[config.mk]
export PLATFORM = sky130hd
export DESIGN_NAME = rev_seq_adder
export DESIGN_NICKNAME = d
export VERILOG_FILES = /design/src/rtl/rev_pkg.sv /design/src/rtl/rev_fa.sv /design/src/rtl/rev_seq_adder.sv
export SDC_FILE = /design/constraint.sdc
export NUM_CORES = 1
export LEC_CHECK = 0
export CAP_MARGIN = 20
export CORE_ASPECT_RATIO = 1.5
export CORE_MARGIN = 5
export CORE_UTILIZATION = 44
export DETAILED_ROUTE_END_ITERATION = 10
export HOLD_SLACK_MARGIN = 0.05
export PLACE_DENSITY = 0.76
export SYNTH_ARGS = -nofsm -noshare
export SYNTH_HDL_FRONTEND = slang
export SYNTH_HIERARCHICAL = 1
export SYNTH_SLANG_ARGS = --single-unit
[constraint.sdc]
create_clock -name clk -period 3.4 [get_ports clk]
set_clock_uncertainty 0.1 [all_clocks]
set_input_delay 0.68 -clock clk [delete_from_list [all_inputs] [get_ports clk]]
set_output_delay 0.68 -clock clk [all_outputs]
set_load 0.005 [all_outputs]
[src/rtl/rev_pkg.sv]
// Shared definitions for the reversible sequential adder.
// Contents:
//   state_t    - control FSM encoding (IDLE, CALC, DONE)
//   MODE_PERES - cell select value for the Peres-based full adder
//   MODE_HNG   - cell select value for the HNG-based full adder
package rev_pkg;

  typedef enum logic [1:0] {
    ST_IDLE = 2'd0,
    ST_CALC = 2'd1,
    ST_DONE = 2'd2
  } state_t;

  localparam logic MODE_PERES = 1'b0;
  localparam logic MODE_HNG   = 1'b1;

endpackage

[src/rtl/rev_fa.sv]
// Single-bit full adder built from reversible gates.
// Ports:
//   a, b  - addend bits
//   cin   - carry in
//   mode  - MODE_PERES: two cascaded Peres gates, MODE_HNG: one HNG gate
//   sum   - sum bit
//   cout  - carry out
// Garbage outputs of the gates (pass-through lines) are not materialised.
module rev_fa
  import rev_pkg::*;
(
  input  logic a,
  input  logic b,
  input  logic cin,
  input  logic mode,
  output logic sum,
  output logic cout
);

  // Peres gate: P = A, Q = A ^ B, R = (A & B) ^ C.
  // First gate (a, b, 0): Q = a^b, R = a&b.
  // Second gate (a^b, cin, a&b): Q = sum, R = carry.
  logic peres1_q;
  logic peres1_r;
  logic peres2_q;
  logic peres2_r;

  // HNG gate: P = A, Q = B, R = A^B^C, S = ((A^B)&C) ^ (A&B) ^ D with D = 0.
  logic hng_r;
  logic hng_s;

  assign peres1_q = a ^ b;
  assign peres1_r = (a & b) ^ 1'b0;
  assign peres2_q = peres1_q ^ cin;
  assign peres2_r = (peres1_q & cin) ^ peres1_r;

  assign hng_r = a ^ b ^ cin;
  assign hng_s = ((a ^ b) & cin) ^ (a & b) ^ 1'b0;

  assign sum  = (mode == MODE_HNG) ? hng_r : peres2_q;
  assign cout = (mode == MODE_HNG) ? hng_s : peres2_r;

endmodule

[src/rtl/rev_seq_adder.sv]
// Multi-cycle adder that processes CHUNK bits per cycle through a ripple
// chain of reversible full-adder cells.
// Ports:
//   clk, rst           - clock (rising edge), asynchronous active-high reset
//   in_valid, in_ready - operand handshake (accepted only in IDLE)
//   a, b, cin, mode    - operands, carry-in, cell select (captured on accept)
//   out_valid, out_ready - result handshake (result held in DONE)
//   sum, cout, ovf     - registered result, carry out, signed overflow
module rev_seq_adder
  import rev_pkg::*;
#(
  parameter int WIDTH = 16,
  parameter int CHUNK = 4
) (
  input  logic             clk,
  input  logic             rst,
  input  logic             in_valid,
  output logic             in_ready,
  input  logic [WIDTH-1:0] a,
  input  logic [WIDTH-1:0] b,
  input  logic             cin,
  input  logic             mode,
  output logic             out_valid,
  input  logic             out_ready,
  output logic [WIDTH-1:0] sum,
  output logic             cout,
  output logic             ovf
);

  localparam int NB = WIDTH / CHUNK;
  localparam int BW = (NB > 1) ? $clog2(NB) : 1;
  localparam logic [BW-1:0] LAST_BEAT = BW'(NB - 1);

  if (WIDTH % CHUNK != 0) begin : g_bad_chunk
    $error("rev_seq_adder: WIDTH must be a multiple of CHUNK");
  end

  state_t           state;
  state_t           state_nxt;
  logic [BW-1:0]    beat;
  logic             carry_q;
  logic [WIDTH-1:0] a_q;
  logic [WIDTH-1:0] b_q;
  logic             mode_q;
  logic             accept;
  logic             last;
  int               lo;
  logic [CHUNK-1:0] a_slice;
  logic [CHUNK-1:0] b_slice;
  logic [CHUNK-1:0] s_slice;
  logic [CHUNK:0]   c;

  assign accept  = (state == ST_IDLE) && in_valid;
  assign last    = (beat == LAST_BEAT);
  assign lo      = int'(beat) * CHUNK;
  assign a_slice = a_q[lo +: CHUNK];
  assign b_slice = b_q[lo +: CHUNK];

  // Ripple chain for the current beat; the registered carry seeds it.
  assign c[0] = carry_q;
  for (genvar i = 0; i < CHUNK; i++) begin : g_chain
    rev_fa u_fa (
      .a    (a_slice[i]),
      .b    (b_slice[i]),
      .cin  (c[i]),
      .mode (mode_q),
      .sum  (s_slice[i]),
      .cout (c[i+1])
    );
  end

  always_comb begin
    state_nxt = state;
    in_ready  = 1'b0;
    out_valid = 1'b0;
    unique case (state)
      ST_IDLE: begin
        in_ready = 1'b1;
        if (in_valid) state_nxt = ST_CALC;
      end
      ST_CALC: begin
        if (last) state_nxt = ST_DONE;
      end
      ST_DONE: begin
        out_valid = 1'b1;
        if (out_ready) state_nxt = ST_IDLE;
      end
      default: state_nxt = ST_IDLE;
    endcase
  end

  always_ff @(posedge clk or posedge rst) begin
    if (rst) begin
      state   <= ST_IDLE;
      beat    <= '0;
      carry_q <= 1'b0;
      sum     <= '0;
      cout    <= 1'b0;
      ovf     <= 1'b0;
    end else begin
      state <= state_nxt;
      if (accept) begin
        beat    <= '0;
        carry_q <= cin;
      end else if (state == ST_CALC) begin
        sum[lo +: CHUNK] <= s_slice;
        carry_q          <= c[CHUNK];
        if (!last) begin
          beat <= beat + 1'b1;
        end else begin
          // Final beat: c[CHUNK-1] is the carry into the MSB.
          cout <= c[CHUNK];
          ovf  <= c[CHUNK] ^ c[CHUNK-1];
        end
      end
    end
  end

  // Operand capture; data path registers carry no reset.
  always_ff @(posedge clk) begin
    if (accept) begin
      a_q    <= a;
      b_q    <= b;
      mode_q <= mode;
    end
  end

endmodule

* Word level (Yosys, flattened, before mapping)
Cells that the tools add are included.
** Word-level totals
- Bits in registers :: 55
- Input port bits :: 38
- Output and inout bits :: 20
- Logic and storage cells :: 62
** Operators by class
- Add/sub/neg operators :: 2
- Eq/ne operators :: 7
- Shifts and indexed selects :: 4
- Muxes and demuxes :: 12
- Bitwise gates (word level) :: 22
- Reduce and logical (&&, ||, !) cells :: 7
** Operators with widths (count)
- negation 4 -> 33 bit :: 1
- variable shift 4 x 33 -> 16 bit (first input constant) :: 1
- variable part select 4 x 33 -> 16 bit :: 1
- variable part select 16 x 5 -> 4 bit :: 2
- bitwise mux 16 bit :: 1
- bitwise XOR 1 bit :: 13
- two-way mux 2 bit :: 6
- bitwise AND 1 bit :: 8
- inequality test 2 bit (second input constant) :: 4
- case mux 2 bit (3 select lines) :: 1
- AND reduction 3 bit :: 2
- == test 2 bit (second input constant) :: 2
- two-way mux 1 bit :: 4
- AND reduction 2 bit :: 2
- adder 2 x 1 -> 2 bit (second input constant) :: 1
- == test 2 x 1 -> 1 bit (second input constant) :: 1
- zero test 2 bit :: 1
- nonzero test 2 bit :: 1
- logical AND 1 bit :: 1
- NOT 1 bit :: 1

* Depth between registers and ports, before layout
- Depth after elaboration :: 12
- Mapped depth :: 9
- Depth with buffers taken out :: 7

* Modules after synthesis
Netlist, hierarchy kept.
** Modules (own cells, without submodules)
- rev_seq_adder :: times used 1, cells each 158, area each 2334.7 µm², seq. area each 1566.5 µm²
- rev_fa :: times used 4, cells each 1, area each 20.0 µm², seq. area each 0.0 µm²

* Worst setup path before layout
Ideal clock, no wire load.
- Kind :: register to register
- Start point :: register beat[0]
- End point :: register sum[3]
- Library setup time :: 0.078 ns
- Arrival :: 3.075 ns
- Data required time :: 3.222 ns
- Setup slack :: 0.148 ns
- Cell stages (with the launch flop) :: 10
- Clock period less this slack :: 3.252 ns
- Cells stage by stage :: dfrtp_1 > buf_6 > buf_12 > mux4_2 > fa_1 > fa_1 > fa_1 > fa_1 > nand3_1 > o2bb2ai_1
** Between the ends
- Word-level cells in the longest chain between the ends :: 11
** RTL lines
- from (decl) :: line rev_seq_adder.sv:40 : logic [BW-1:0] beat;
- from (signal assigned) :: line rev_seq_adder.sv:109 : beat <= beat + 1'b1;
- variable part select 16 x 5 -> 4 bit (*) :: line rev_seq_adder.sv:57 : assign b_slice = b_q[lo +: CHUNK];
- net b_slice[0] :: line rev_seq_adder.sv:49 : logic [CHUNK-1:0] b_slice;
- bitwise XOR 1 bit :: line rev_fa.sv:32, rev_fa.sv:38
- bitwise AND 1 bit :: line rev_fa.sv:35, rev_fa.sv:38
- bitwise XOR 1 bit (*) :: line rev_fa.sv:35, rev_fa.sv:38
- net c[1] :: line rev_seq_adder.sv:51 : logic [CHUNK:0] c;
- bitwise AND 1 bit (*) :: line rev_fa.sv:35, rev_fa.sv:38
- bitwise XOR 1 bit (*) :: line rev_fa.sv:35, rev_fa.sv:38
- net c[2] :: line rev_seq_adder.sv:51
- bitwise AND 1 bit (*) :: line rev_fa.sv:35, rev_fa.sv:38
- bitwise XOR 1 bit (*) :: line rev_fa.sv:35, rev_fa.sv:38
- net c[3] :: line rev_seq_adder.sv:51
- bitwise XOR 1 bit (*) :: line rev_fa.sv:34, rev_fa.sv:37
- net s_slice[3] :: line rev_seq_adder.sv:50 : logic [CHUNK-1:0] s_slice;
- variable part select 4 x 33 -> 16 bit (*) :: line rev_seq_adder.sv:106 : sum[lo +: CHUNK] <= s_slice;
- bitwise mux 16 bit (*) :: line rev_seq_adder.sv:106
- to (signal, indexed assignment) :: line rev_seq_adder.sv:106
- to (decl) :: line rev_seq_adder.sv:25 : output logic [WIDTH-1:0] sum,
The timed path passes the listed nets; every way through them passes the cells marked *.
A chain may end at the register's enable or synchronous reset.

* Worst setup path in the final report
- Start point :: register beat[0]
- End point :: register sum[11]
** Between the ends
- Word-level cells in the longest chain between the ends :: 11
** RTL lines
- variable part select 16 x 5 -> 4 bit (*) :: line rev_seq_adder.sv:56 : assign a_slice = a_q[lo +: CHUNK];
- net a_slice[0] :: line rev_seq_adder.sv:48 : logic [CHUNK-1:0] a_slice;
- bitwise XOR 1 bit :: line rev_fa.sv:32, rev_fa.sv:38
- bitwise AND 1 bit :: line rev_fa.sv:35, rev_fa.sv:38
- bitwise XOR 1 bit (*) :: line rev_fa.sv:35, rev_fa.sv:38
- net c[1] :: line rev_seq_adder.sv:51
- bitwise AND 1 bit (*) :: line rev_fa.sv:35, rev_fa.sv:38
- bitwise XOR 1 bit (*) :: line rev_fa.sv:35, rev_fa.sv:38
- net c[2] :: line rev_seq_adder.sv:51
- bitwise AND 1 bit (*) :: line rev_fa.sv:35, rev_fa.sv:38
- bitwise XOR 1 bit (*) :: line rev_fa.sv:35, rev_fa.sv:38
- net c[3] :: line rev_seq_adder.sv:51
- bitwise XOR 1 bit (*) :: line rev_fa.sv:34, rev_fa.sv:37
- net s_slice[3] :: line rev_seq_adder.sv:50
- variable part select 4 x 33 -> 16 bit (*) :: line rev_seq_adder.sv:106
- bitwise mux 16 bit (*) :: line rev_seq_adder.sv:106
Marks and branches as above.

==> impl_metrics.ini <==
[status]
status = complete, no violations

[power]
ir_drop_uv = 384
power_density_nw_per_um2 = 875
total_power_mw = 2.75
leakagePower_nw = 1.17

[global_routing]
grt_pass1_vias = 1513
grt.total_usage = 0.129
grt_pass1_wl_mm = 7.07
antenna_found_initial = 0
overflow = 0
grt_max_degree = 33

[sta]
hold_violations = 0
drv_slew = 0
slew_headroom = 0.422
setup_tns_ns = 0
period_needed_ns = 3.23
max_freq_mhz = 309
setup_viol = 0
rsz0062_at_grt = no
tightest_slew_ns = 0.866
finalCritPeriodShare = 0.951

[run]
maxCapViolCount = 0

[floorplanning]
die_h_microns = 100
ios = 58
start_util = 0.458
dieArea_sq_um = 7020
coreArea_sq_um = 5200
fp.dieW_microns = 70.1
num_rows = 32

[finish]
finalCoreUtilization = 0.604
drive_gt1_frac = 0.0991
register_area_sq_um = 1540
nFillCells = 420
stdcell_count = 290
nNetsFinal = 268
design_area_sq_um = 3140
multiInputGateArea_sq_um = 774
num_antenna_cells = 0
area_growth_pct = 31.8

[cts]
clkTransAtPathRegs_ns = 0.10
cts_setup_buffers = 0
cts_buffer_depth = 2
cts_sinks = 55
cts_resized = 1
cts_root_buffer = clkbuf_8
numCtsBuffers = 5
cts_hold_buf = 0
clk_latency_ns = 0.31
htreeDepth = 2
cts_tree = done

[placement]
placed_cells_incl_taps = 282
dpl-instance-area_sq_um = 3000
dp_hpwl_mm = 3.23
gp_congestion = 0.784
port_buffers = 56

[drt]
drc_errors = 0
dr.pass1.iters = 4
vias = 1455
vias_per_cell = 5.02
totalWireLength_mm = 4.21
drt_iter0_markers = 58
wl_per_cell_microns = 14.5
ant_nets = 0

[critical_path]
worstPathCellList = mux4_1, fa_1, fa_1, fa_2, fa_2, nand2_1, o21ai_0
r2r_cells = 7
start_kind = flip-flop
path_buf_inv = 0
r2r_slack_ns = 0.17
crit_slowest_cell = mux4_1
crit_cells = 7
cp.required_ns = 3.52
r2r-end = sum[11]$_DFFE_PP0P_
arrival_ns = 3.36
critPathKind = reg2reg
endpoint_kind = flip-flop
critPathTopFamily = adder cells
timing.rr.start = beat[0]$_DFFE_PP0P_
slowest_delay_ns = 0.59
critPathMaxFanout = 4

[yosys]
syn_nets = 208
syn_inst = 161
syn_avg_cell_area_sq_um = 14.8
ys.warnings.count = 6
synth.cell_area_sq_um = 2380

[min_path]
worst_hold_path_type = reg2reg
worst_hold_path.endpoint = sum[14]$_DFFE_PP0P_
worstHoldStart = sum[14]$_DFFE_PP0P_
holdPathStages = 2
-- metal layers --
metal | share of wire | GRT usage | up-vias | wire [microns]
met2 | 0.57 | 0.245 | 37 | 2400
met4 | 0.016 | 0.0531 | 0 | 66
met3 | 0.055 | 0.0321 | 6 | 230
li1 | - | - | 702 | -
met5 | 0 | 0 | - | 0
met1 | 0.36 | 0.132 | 710 | 1520
-- final cells by class --
type	count	area share
timing repair buffer	60	0.188
clock inverter	2	0.0191
inverter	6	0.00717
multi-input combinational	93	0.246
sequential	55	0.489
clock buffer	6	0.0231
tap	68	0.0271
-- state kept, by name, indices dropped and copies added, names as in the netlist --
register,cells
ovf,1
cout,1
sum,16
a_q,16
carry_q,1
state,2
b_q,16
beat,2
-- worst max-delay path by stage --
stage,start,endpoint,slack [ns]
finish,beat[0]$_DFFE_PP0P_,sum[11]$_DFFE_PP0P_,0.17
global route,beat[0]$_DFFE_PP0P_,sum[11]$_DFFE_PP0P_,0.02
CTS,beat[0]$_DFFE_PP0P_,sum[15]$_DFFE_PP0P_,0.05
detailed placement,beat[0]$_DFFE_PP0P_,sum[3]$_DFFE_PP0P_,0.03
global placement,beat[0]$_DFFE_PP0P_,sum[3]$_DFFE_PP0P_,0.06
floorplan,beat[0]$_DFFE_PP0P_,sum[3]$_DFFE_PP0P_,0.15
-- power breakdown --
part           switching, mW  internal, mW
Combinational          0.602         0.622
Clock                  0.202         0.294
Sequential             0.115         0.916
Total                  0.919          1.83
-- worst register-to-register path, stage by stage, from the launching register on --
cell and delay [ns]:
dfrtp_2 0.42, mux4_1 0.59, fa_1 0.45, fa_1 0.40, fa_2 0.39, fa_2 0.59, nand2_1 0.05, o21ai_0 0.15
-- stage by stage --
stage	worst slack, ns	hold slack, ns
6_report	0.166	0.384
5_1_grt	0.0195	0.408
4_1_cts	0.0483	0.390
3_5_place_dp	0.0251	0.369
3_3_place_gp	0.0614	0.363
2_1_floorplan	0.148	0.373
-- cells in the final DEF, fill, tap and decap left out, types with 2 or more instances in the layout --
master / n
o2bb2ai_1: 4
nand2_1: 29
o21ai_0: 13
dfrtp_1: 22
buf_4: 4
nor4b_4: 2
mux4_1: 3
fa_2: 2
edfxtp_1: 32
a21oi_1: 3
ha_1: 5
nor2_1: 2
fa_1: 2
bufinv_16: 2
o21ai_1: 4
nand3_1: 6
nand3b_1: 3
clkbuf_8: 5
mux4_2: 5
clkdlybuf4s50_1: 56
inv_1: 6
(Power assumes the default switching activity.)
